--- config.mk ---
export PLATFORM = sky130hd
export DESIGN_NAME = mem_access_stage
export DESIGN_NICKNAME = d
export VERILOG_FILES = /design/src/rtl/mem_access_stage.sv
export SDC_FILE = /design/constraint.sdc
export NUM_CORES = 1
export LEC_CHECK = 0
export BUFFER_PORTS_ARGS = -buffer_cell sky130_fd_sc_hd__buf_2
export CAP_MARGIN = 25
export CORE_ASPECT_RATIO = 0.75
export CORE_MARGIN = 5
export CORE_UTILIZATION = 35
export DETAILED_ROUTE_END_ITERATION = 12
export HOLD_SLACK_MARGIN = 0.15
export PLACE_DENSITY_LB_ADDON = 0.1
export SETUP_SLACK_MARGIN = 0.4
export SYNTH_ARGS = -nofsm -noshare
export SYNTH_HDL_FRONTEND = slang
export SYNTH_SLANG_ARGS = --single-unit
--- constraint.sdc ---
create_clock -name i_clk -period 2.15 [get_ports i_clk]
set_input_delay 0.1075 -clock i_clk [delete_from_list [all_inputs] [get_ports i_clk]]
set_output_delay 0.1075 -clock i_clk [all_outputs]
set_load 0.02 [all_outputs]
--- src/rtl/mem_access_stage.sv ---
// MEM-stage data-memory access unit: issues one req/ack access per load/store,
// aligns store lanes and extends load data, and stalls upstream while the access is in flight.
module mem_access_stage #(
   parameter int TIMEOUT = 16
) (
   input  logic        i_clk,
   input  logic        i_resetn,
   input  logic        i_mem_mem2reg,
   input  logic        i_mem_wmem,
   input  logic        i_mem_wreg,
   input  logic [4:0]  i_mem_rd,
   input  logic [31:0] i_mem_alu,
   input  logic [31:0] i_mem_sdata,
   input  logic [1:0]  i_mem_size,
   input  logic        i_mem_unsigned,
   output logic        o_mem_mem2reg,
   output logic        o_mem_wreg,
   output logic [4:0]  o_mem_rd,
   output logic [31:0] o_mem_data,
   output logic [31:0] o_rd_dmem,
   output logic        o_stall,
   output logic        o_misalign,
   output logic        o_bus_err,
   output logic        o_dmem_req,
   output logic        o_dmem_we,
   output logic [31:0] o_dmem_addr,
   output logic [3:0]  o_dmem_be,
   output logic [31:0] o_dmem_wdata,
   input  logic        i_dmem_ack,
   input  logic [31:0] i_dmem_rdata
);

   localparam logic [1:0] S_IDLE = 2'd0;
   localparam logic [1:0] S_WAIT = 2'd1;
   localparam logic [1:0] S_RESP = 2'd2;
   localparam int CW = (TIMEOUT > 1) ? $clog2(TIMEOUT) : 1;

   logic [1:0]    state_q, state_d;
   logic [CW-1:0] cnt_q, cnt_d;
   logic [31:0]   addr_q, addr_d;
   logic          we_q, we_d;
   logic [3:0]    be_q, be_d;
   logic [31:0]   wdata_q, wdata_d;
   logic [31:0]   rdata_q, rdata_d;

   logic          access, misalign, timeout_hit;
   logic [3:0]    be_calc;
   logic [31:0]   wdata_calc, load_ext;
   logic [7:0]    lane_b;
   logic [15:0]   lane_h;

   assign access = i_mem_mem2reg | i_mem_wmem;

   always_comb begin
      misalign   = 1'b0;
      be_calc    = 4'b1111;
      wdata_calc = i_mem_sdata;
      case (i_mem_size)
         2'b00: begin
            be_calc    = 4'b0001 << i_mem_alu[1:0];
            wdata_calc = {4{i_mem_sdata[7:0]}};
         end
         2'b01: begin
            misalign   = i_mem_alu[0];
            be_calc    = i_mem_alu[1] ? 4'b1100 : 4'b0011;
            wdata_calc = {2{i_mem_sdata[15:0]}};
         end
         2'b10:   misalign = (i_mem_alu[1:0] != 2'b00);
         default: misalign = 1'b1;
      endcase
   end

   // EX/MEM is frozen during the access, so the lane/extension controls are still valid at ack time.
   always_comb begin
      case (i_mem_alu[1:0])
         2'b00:   lane_b = i_dmem_rdata[7:0];
         2'b01:   lane_b = i_dmem_rdata[15:8];
         2'b10:   lane_b = i_dmem_rdata[23:16];
         default: lane_b = i_dmem_rdata[31:24];
      endcase
      lane_h = i_mem_alu[1] ? i_dmem_rdata[31:16] : i_dmem_rdata[15:0];
      case (i_mem_size)
         2'b00:   load_ext = i_mem_unsigned ? {24'b0, lane_b} : {{24{lane_b[7]}}, lane_b};
         2'b01:   load_ext = i_mem_unsigned ? {16'b0, lane_h} : {{16{lane_h[15]}}, lane_h};
         default: load_ext = i_dmem_rdata;
      endcase
   end

   if (TIMEOUT > 0) begin : g_timeout
      assign timeout_hit = (cnt_q == CW'(TIMEOUT - 1));
   end else begin : g_no_timeout
      assign timeout_hit = 1'b0;
   end

   always_comb begin
      state_d = state_q;
      cnt_d   = cnt_q;
      addr_d  = addr_q;
      we_d    = we_q;
      be_d    = be_q;
      wdata_d = wdata_q;
      rdata_d = rdata_q;
      case (state_q)
         S_IDLE: begin
            cnt_d = '0;
            if (access && !misalign) begin
               state_d = S_WAIT;
               addr_d  = {i_mem_alu[31:2], 2'b00};
               we_d    = i_mem_wmem;
               be_d    = be_calc;
               wdata_d = wdata_calc;
               rdata_d = 32'd0;
            end
         end
         S_WAIT: begin
            if (i_dmem_ack) begin
               state_d = S_RESP;
               rdata_d = i_mem_mem2reg ? load_ext : 32'd0;
            end else if (timeout_hit) begin
               state_d = S_IDLE;
            end else begin
               cnt_d = cnt_q + 1'b1;
            end
         end
         S_RESP:  state_d = S_IDLE;
         default: state_d = S_IDLE;
      endcase
   end

   always_ff @(posedge i_clk or negedge i_resetn) begin
      if (!i_resetn) begin
         state_q <= S_IDLE;
         cnt_q   <= '0;
         addr_q  <= 32'd0;
         we_q    <= 1'b0;
         be_q    <= 4'd0;
         wdata_q <= 32'd0;
         rdata_q <= 32'd0;
      end else begin
         state_q <= state_d;
         cnt_q   <= cnt_d;
         addr_q  <= addr_d;
         we_q    <= we_d;
         be_q    <= be_d;
         wdata_q <= wdata_d;
         rdata_q <= rdata_d;
      end
   end

   // Outputs are forced to zero while reset is held so an abandoned access cannot leak through.
   always_comb begin
      o_mem_mem2reg = 1'b0;
      o_mem_wreg    = 1'b0;
      o_mem_rd      = 5'd0;
      o_mem_data    = 32'd0;
      o_rd_dmem     = 32'd0;
      o_stall       = 1'b0;
      o_misalign    = 1'b0;
      o_bus_err     = 1'b0;
      o_dmem_req    = 1'b0;
      o_dmem_we     = 1'b0;
      o_dmem_addr   = 32'd0;
      o_dmem_be     = 4'd0;
      o_dmem_wdata  = 32'd0;
      if (i_resetn) begin
         o_dmem_we    = we_q;
         o_dmem_addr  = addr_q;
         o_dmem_be    = be_q;
         o_dmem_wdata = wdata_q;
         case (state_q)
            S_IDLE: begin
               if (!access) begin
                  o_mem_mem2reg = i_mem_mem2reg;
                  o_mem_wreg    = i_mem_wreg;
                  o_mem_rd      = i_mem_rd;
                  o_mem_data    = i_mem_alu;
               end else if (misalign) begin
                  o_misalign = 1'b1;
               end else begin
                  o_stall = 1'b1;
               end
            end
            S_WAIT: begin
               o_dmem_req = 1'b1;
               o_bus_err  = timeout_hit && !i_dmem_ack;
               o_stall    = !(timeout_hit && !i_dmem_ack);
            end
            S_RESP: begin
               o_mem_mem2reg = i_mem_mem2reg;
               o_mem_wreg    = i_mem_wreg;
               o_mem_rd      = i_mem_rd;
               o_mem_data    = i_mem_alu;
               o_rd_dmem     = rdata_q;
            end
            default: ;
         endcase
      end
   end

endmodule

==> key figures, run 1 <==
Cells and area
  • Post-route cell area: 9210 sq um
  • Commonest non-fill, non-tap cell in the layout: buf_2
  • Nets@finish: 1104
  • Area Growth Syn to Fin: 59.4%
  • # fillers: 1408
  • Most frequent cells in the layout: buf_2, nand2_1, and2_1
  • Multi-input gate area: 3040 sq um
  • Core Util, Final: 0.572
  • Register area: 2630 sq um
  • Share of cells above drive strength 1: 0.360
  • Final Instance Count excl. Fillers: 1208

Clock tree
  • Root buffer cell: clkbuf_16
  • Clk slew on worst S/H paths: 0.07 ns
  • Buffer depth of the longest clock path: 2
  • CTS sink cnt: 105
  • Number of buffers created by CTS: 9
  • CTS H-tree depth: 3
  • TritonCTS clock tree: done
  • CTS Hold Bufs: 89
  • Worst-Skew Late Latency: 0.34 ns

Routing
  • Routed Antenna Nets: 0
  • Drt pass-1 iters: 5
  • # DRC: 0
  • Initial DRC Count: 419
  • Via density per instance: 5.09
  • Detailed-route via count: 6153
  • Final WL: 22.0 mm
  • Wire per inst: 18.2 um

Synthesis
  • Area contributors post-synth: dfrtp_1, and2_1, nand2_1
  • Synth Cell Area: 5780 sq um
  • Distinct cells, synth: 45
  • Post-synth top flop: dfrtp_1
  • Ys async rst share: 1.00
  • Cell taking the most area after synthesis: dfrtp_1
  • Seq cells post-synth: 105
  • Post-Synthesis Mean Instance Area: 8.88 sq um
  • Synth Instances: 651
  • Sequential fraction of the synthesis area: 0.455
  • Synth top area share: 0.455
  • Syn. warnings: 0
  • EDFF count, synth: 0

Timing
  • Worst-Margin Slew: 0.580 ns
  • FMAX: 0.539 GHz
  • Setup TNS: 0 ns
  • Slew HR: 0.611
  • RSZ-0062 raised after global routing: true
  • Fin. max-slew vios: 0
  • Final WS setup: 0.296 ns
  • Hold Vio Cnt, Final: 74
  • Setup Skew: 0.00602 ns
  • Fin crit share: 0.862
  • Setup Viol. Count Final: 0
  • Hold slack: -0.404 ns
  • Post-route minimum period: 1.85 ns

Die
  • Die width: 158 um
  • Die Span Y: 121 um
  • Core area: 16100 sq um
  • Starting Density: 0.359
  • Area of the die: 19200 sq um
  • I/O pin cnt: 254
  • Rows: 40

Placed design
  • Port-buffer cells: 251
  • Post-Place Worst Slack: 0.202 ns
  • Placement Cell Area: 7270 sq um
  • RePlAce Congestion: 0.927
  • Dpl cells: 1079
  • Final HPWL DP: 13.8 mm

Critical path
  • Top fanout value on the critical path: 9
  • WP data required: 2.04 ns
  • FF-to-FF setup slack: 0.37 ns
  • CP Launch Type: register
  • R2R depth: 7
  • WP data arrival: 1.75 ns
  • Crit end category: output pin
  • Worst Setup Path Type: reg -> out

Global route
  • Met1 usage: 0.269
  • Number of global-route vias before repair: 5970
  • Total Routing Usage GR: 0.207
  • First-pass GRT wire length: 31.6 mm
  • Grt peak-use layer: met2
  • Pin count of the biggest net entering global routing: 93
  • Initial antenna violation count: 0
  • Grt total ovfl: 0
  • Met3 Use GR: 0.0585
  • Met2 Use GR: 0.332

Run status
  • Status: complete, but fails checks
  • Failing checks: negative hold slack

Power
  • Max IR drop VDD: 0.447 mV
  • Power Density: 806 nW/um^2
  • Static Leak: 4.78 nW

Hold path
  • Hold Crit Class: in -> async

Run
  • # Max-Cap Violations: 0
==> per-stage QoR <==
step / hold slack [ns] / power [mW]
after floorplan: -0.188 / 4.30
after global placement: -0.0389 / 5.12
after detailed placement: -0.0372 / 5.18
after CTS: -0.410 / 7.25
after global routing: -0.410 / 7.90
final: -0.404 / 7.43
==> cell families (layout without fill, tap and decap cells) <==
group,after synthesis,after routing,synth area share
AOI/OAI and AO/OA,120,120,0.151
xor gates and xnor gates,1,1,0.00152
adders and majority gates,1,1,0.00216
buffers and inverters,61,406,0.0429
DFF,105,105,0.455
muxes,36,36,0.0647
other,1,3,0.000649
and+or+nand+nor,326,326,0.282
==> power by group <==
part / internal [mW] / switching (mW) / total, mW
clock network: 1.04 / 0.732 / 1.78
logic: 1.25 / 1.55 / 2.79
registers: 2.56 / 0.299 / 2.86
==> final timing paths <==
check / start / to
min in group i_clk: i_dmem_rdata[8] / rdata_q[8]$_DFFE_PN0P_
setup / recovery: state_q[0]$_DFFE_PN0P_ / o_mem_data[17]
max in group asynchronous: i_resetn / addr_q[27]$_DFFE_PN0N_
hold reg to reg: addr_q[2]$_DFFE_PN0N_ / addr_q[2]$_DFFE_PN0N_
setup reg to reg: state_q[0]$_DFFE_PN0P_ / rdata_q[18]$_DFFE_PN0P_
hold / removal: i_resetn / rdata_q[22]$_DFFE_PN0P_
==> layer usage <==
metal,share of wire,wire length (um)
met1,0.43,9490
met3,0.081,1780
met2,0.46,10100
met4,0.027,595
met5,0,0
==> critical path, cell delays in order (launching register included) <==
cell and delay, ns:
dfrtp_1 0.42, buf_6 0.15, nor3b_4 0.24, buf_6 0.17
clkbuf_16 0.16, and2_1 0.15, buf_6 0.12
==> layout make-up <==
cell class,count,area share
multi-input cells,486,0.330
well taps,210,0.0285
clock buffers,10,0.0259
repair buffers,380,0.317
clock inverters,5,0.00869
inverters,11,0.00448
diodes,1,0.000272
flip-flops and latches,105,0.285
==> flip-flops by register name, summed over array words and instances (netlist names) <==
name / cells
cnt_q: 4
state_q: 2
wdata_q: 32
we_q: 1
rdata_q: 32
addr_q: 30
be_q: 4
==> cell usage after synthesis (2+ instances only) <==
master,number
and2_1,139
a211o_1,2
a222oi_1,7
nor3_1,2
nor4_1,2
mux2i_1,25
nor2_1,16
o21ai_0,36
a221o_1,16
inv_1,11
a22o_1,13
nand3_1,3
clkbuf_1,38
o2bb2ai_1,7
buf_2,9
nor3b_1,4
buf_4,2
nor2b_1,3
mux2_2,11
a21oi_1,26
dfrtp_1,105
nand2_1,151
==> what timing repair did <==
action / 4_1_cts / 5_1_grt
pin swaps: 3 / 24
gates cloned: 1 / 8
gates resized for setup: 72 / 69
hold endpoints to repair: 196 / 74
setup buffers: 8 / 7
endpoints found under the setup margin: 105 / 163
No activity file was read; power rests on OpenSTA's default activity.
==> run 2, diff against run 1 <==
--- a/config.mk
+++ b/config.mk
@@ -5,6 +5,7 @@
 export SDC_FILE = /design/constraint.sdc
 export NUM_CORES = 1
 export LEC_CHECK = 0
+export ABC_AREA = 1
 export BUFFER_PORTS_ARGS = -buffer_cell sky130_fd_sc_hd__buf_2
 export CAP_MARGIN = 25
 export CORE_ASPECT_RATIO = 0.75
==> run 2 against run 1 <==
  * The run still ends with negative hold slack left
  * Sequential cell count unchanged
  * Worst setup slack better by 0.099 ns
  * Critical endpoint unchanged
  * First-iteration DRC count increased by 16%
  * Sequential power increased by 1%
  * Routed wire length up 4.8%
  * Sequential share of layout area fell by 0.86 points
  * Largest cell class unchanged
  * Combinational power is 8.2% higher
  * Via count increased by 13%
  * Power up 4.2%
  * Largest power group is now combinational cells
  * Critical path depth stayed put
  * Maximum frequency increased by 5.7%
  * Core utilization down 3.6 points
==> key figures, run 2 <==
Cells and area
  • Post-route cell area: 9510 sq um (+3.2%)
  • Most frequent cells in the layout: nand2_1, buf_2, inv_1
  • Largest regs: rdata_q x32, wdata_q x32, addr_q x30
  • Register area: 2630 sq um (about the same)
  • Multi-input gate area: 3110 sq um (+2.5%)
  • Area Growth Syn to Fin: 49.3%
  • Antenna diodes: 0 (-1)
  • Share of cells above drive strength 1: 0.315 (-0.0447)
  • Nets@finish: 1349 (+22%)
  • # fillers: 1762 (+25%)
  • Commonest non-fill, non-tap cell in the layout: nand2_1

Critical path
  • WP data required: 2.04 ns (about the same)
  • CP dominant cell by count: buf_12
  • Worst Setup Path Type: reg -> out
  • Top fanout value on the critical path: 7 (-2)
  • Slowest CP cell: dfrtp_2
  • WP data arrival: 1.65 ns (-0.10 ns)
  • Crit path max-delay family: buffers and inverters
  • CP Launch Type: register
  • Crit-path cells: nor2_4 > buf_12 > inv_8 > buf_12 > nor3_2 > buf_4
  • CP bufs+invs: 4 (unchanged)
  • Worst stage delay on the critical path: 0.45 ns (+0.03 ns)
  • Crit end category: output pin

Synthesis
  • Distinct cells, synth: 33 (-27%)
  • Post-Synthesis Mean Instance Area: 6.90 sq um (-22%)
  • Post-synth top flop: dfrtp_1
  • EDFF count, synth: 0 (unchanged)
  • Ys async rst share: 1.00 (unchanged)
  • Synth top area share: 0.413 (-0.0420)
  • Syn. warnings: 0 (unchanged)
  • Cell taking the most area after synthesis: dfrtp_1
  • Synth Cell Area: 6370 sq um (+10%)
  • Seq cells post-synth: 105 (unchanged)
  • Top cells by count, synth: nand2_1, inv_1, dfrtp_1
  • Area contributors post-synth: dfrtp_1, nand2_1, inv_1
  • Sequential fraction of the synthesis area: 0.413 (-0.0420)
  • Synth Instances: 923 (+42%)
  • Count leader, synth: nand2_1

Global route
  • Pin count of the biggest net entering global routing: 173 (+86%)
  • Number of global-route vias before repair: 6383 (+6.9%)
  • Total Routing Usage GR: 0.200 (-0.00657)
  • Grt total ovfl: 0 (unchanged)
  • Initial antenna violation count: 0 (unchanged)
  • First-pass GRT wire length: 34.5 mm (+9.1%)

Die
  • I/O pin cnt: 254 (unchanged)
  • Core area: 17800 sq um (+10%)
  • Rows: 42 (+5.0%)
  • Die Span Y: 127 um (+4.6%)
  • Area of the die: 21000 sq um (+9.4%)
  • Starting Density: 0.359 (about the same)
  • Die width: 166 um (+4.6%)

Routing
  • Wire per inst: 15.5 um (-15%)
  • Detailed-route via count: 6926 (+13%)
  • Initial DRC Count: 485 (+16%)
  • Final WL: 23.0 mm (+4.8%)
  • Routed Antenna Nets: 0 (unchanged)
  • WL met2: 10.4 mm (+2.4%)
  • DR WL met3: 1.78 mm (+0.11%)
  • # DRC: 0 (unchanged)
  • Drt pass-1 iters: 5 (unchanged)
  • Via density per instance: 4.66 (-8.4%)
  • WL met1: 10.5 mm (+11%)
  • Max Used Layer: met4

Timing
  • Slew HR: 0.449 (-0.162)
  • Hold Vio Cnt, Final: 65 (-12%)
  • Hold slack: -0.0923 ns (+0.312 ns)
  • Setup Skew: 0.00763 ns (+0.00161 ns)
  • Worst-Margin Slew: 0.826 ns (+0.246 ns)
  • FMAX: 0.570 GHz (+5.7%)
  • RSZ-0062 raised after global routing: true
  • Setup Viol. Count Final: 0 (unchanged)
  • Post-route minimum period: 1.75 ns (-0.0992 ns)
  • Final WS setup: 0.395 ns (+0.0992 ns)
  • Fin. max-slew vios: 0 (unchanged)
  • Fin crit share: 0.816 (-0.0461)
  • Setup TNS: 0 ns (unchanged)

Placed design
  • Placement Cell Area: 7720 sq um (+6.2%)
  • Final HPWL DP: 14.9 mm (+7.7%)
  • RePlAce Congestion: 0.859 (-7.3%)
  • Post-Place Worst Slack: 0.375 ns (+0.174 ns)
  • Port-buffer cells: 251 (unchanged)

Power
  • Max IR drop VDD: 0.512 mV (+15%)
  • Seq pwr share: 0.374 (-0.011)
  • Clock power share: 0.236 (-0.003)
  • Combinational share of power: 0.390 (+0.014)
  • Internal power: 4.79 mW (-1.3%)
  • Switching share of total power: 0.382 (+0.0345)
  • Static Leak: 5.45 nW (+14%)
  • Power Density: 814 nW/um^2 (+0.97%)
  • NetSw: 2.96 mW (+15%)
  • Power Total: 7.74 mW (+4.2%)

Clock tree
  • Worst-Skew Late Latency: 0.35 ns (about the same)
  • Number of buffers created by CTS: 9 (unchanged)
  • CTS sink cnt: 105 (unchanged)
  • Buffer depth of the longest clock path: 2 (unchanged)
  • Root buffer cell: clkbuf_16
  • Clk slew on worst S/H paths: 0.07 ns (about the same)
  • CTS Hold Bufs: 77 (-13%)
  • TritonCTS clock tree: done
  • CTS H-tree depth: 3 (unchanged)

Run status
  • Status: complete, but fails checks
  • Failing checks: negative hold slack

Run
  • # Max-Cap Violations: 0 (unchanged)

Hold path
  • Hold Crit Class: in -> async
-- run 2: timing repair --
item                       in CTS  in global routing
gates cloned                    2                  7
hold endpoints to repair      185                105
pin swaps                       3                 17
gates resized for setup        10                104
setup buffers                   6                  5
setup endpoints to repair      55                 34
-- run 2: kinds of logic after synthesis --
logic type                 Yosys count  share of synthesized area
and+or+nand+nor                    487                      0.322
muxes                                1                    0.00157
AOI/OAI and AO/OA                  129                      0.117
adders and majority gates            1                    0.00196
DFF                                105                      0.413
other                                1                   0.000589
xor gates and xnor gates             1                    0.00138
buffers and inverters              198                      0.143
-- run 2: power groups by stage --
| stage | clock network (mW) | registers (mW) | logic (mW) |
|---|---|---|---|
| floorplan | 0 | 2.84 | 1.82 |
| global placement | 0 | 2.93 | 2.51 |
| detailed placement | 0 | 2.92 | 2.54 |
| CTS | 1.89 | 2.89 | 2.73 |
| global route | 1.97 | 2.97 | 3.33 |
| finish | 1.83 | 2.90 | 3.02 |
-- run 2: metal layers --
metal  vias up  track usage
met1      3126        0.290
li1       3489            -
met5         -            0
met4         0       0.0480
met2       286        0.305
met3        25       0.0460
-- run 2: worst paths after layout --
| path | end | slack, ns | from | depth (start not counted) |
|---|---|---|---|---|
| worst max-delay path | o_mem_data[17] | 0.40 | state_q[0]$_DFFE_PN0P_ | 6 |
| worst min-delay path | be_q[3]$_DFFE_PN0N_ | -0.09 | i_resetn | 2 |
| worst max register to register | cnt_q[1]$_DFFE_PN0P_ | 0.61 | state_q[1]$_DFFE_PN0P_ | 5 |
| worst min register to register | we_q$_DFFE_PN0N_ | 0.48 | we_q$_DFFE_PN0N_ | 2 |
| max in group asynchronous | state_q[0]$_DFFE_PN0P_ | 1.56 | i_resetn | 2 |
| min in group i_clk | be_q[1]$_DFFE_PN0N_ | 0.18 | i_mem_alu[0] | 3 |
-- run 2: metrics by stage --
step,utilization,cells
after floorplan,-,924
after global placement,0.435,1372
after detailed placement,0.435,1372
after CTS,0.502,1473
after global routing,0.535,1485
final,0.535,1485
-- run 2: area by class of cell --
cell class              count  area share
well taps                 242      0.0318
clock inverters             5     0.00895
repair inverters            3     0.00197
multi-input cells         622       0.327
clock buffers              11      0.0255
flip-flops and latches    105       0.277
inverters                 138      0.0555
repair buffers            359       0.272
-- run 2: worst register-to-register path, stage by stage, from the launching register on --
cell and delay [ns]:
dfrtp_2 0.43, buf_4 0.14, nor2_1 0.18, nand2_2 0.12
a21oi_1 0.37, o21ai_0 0.16
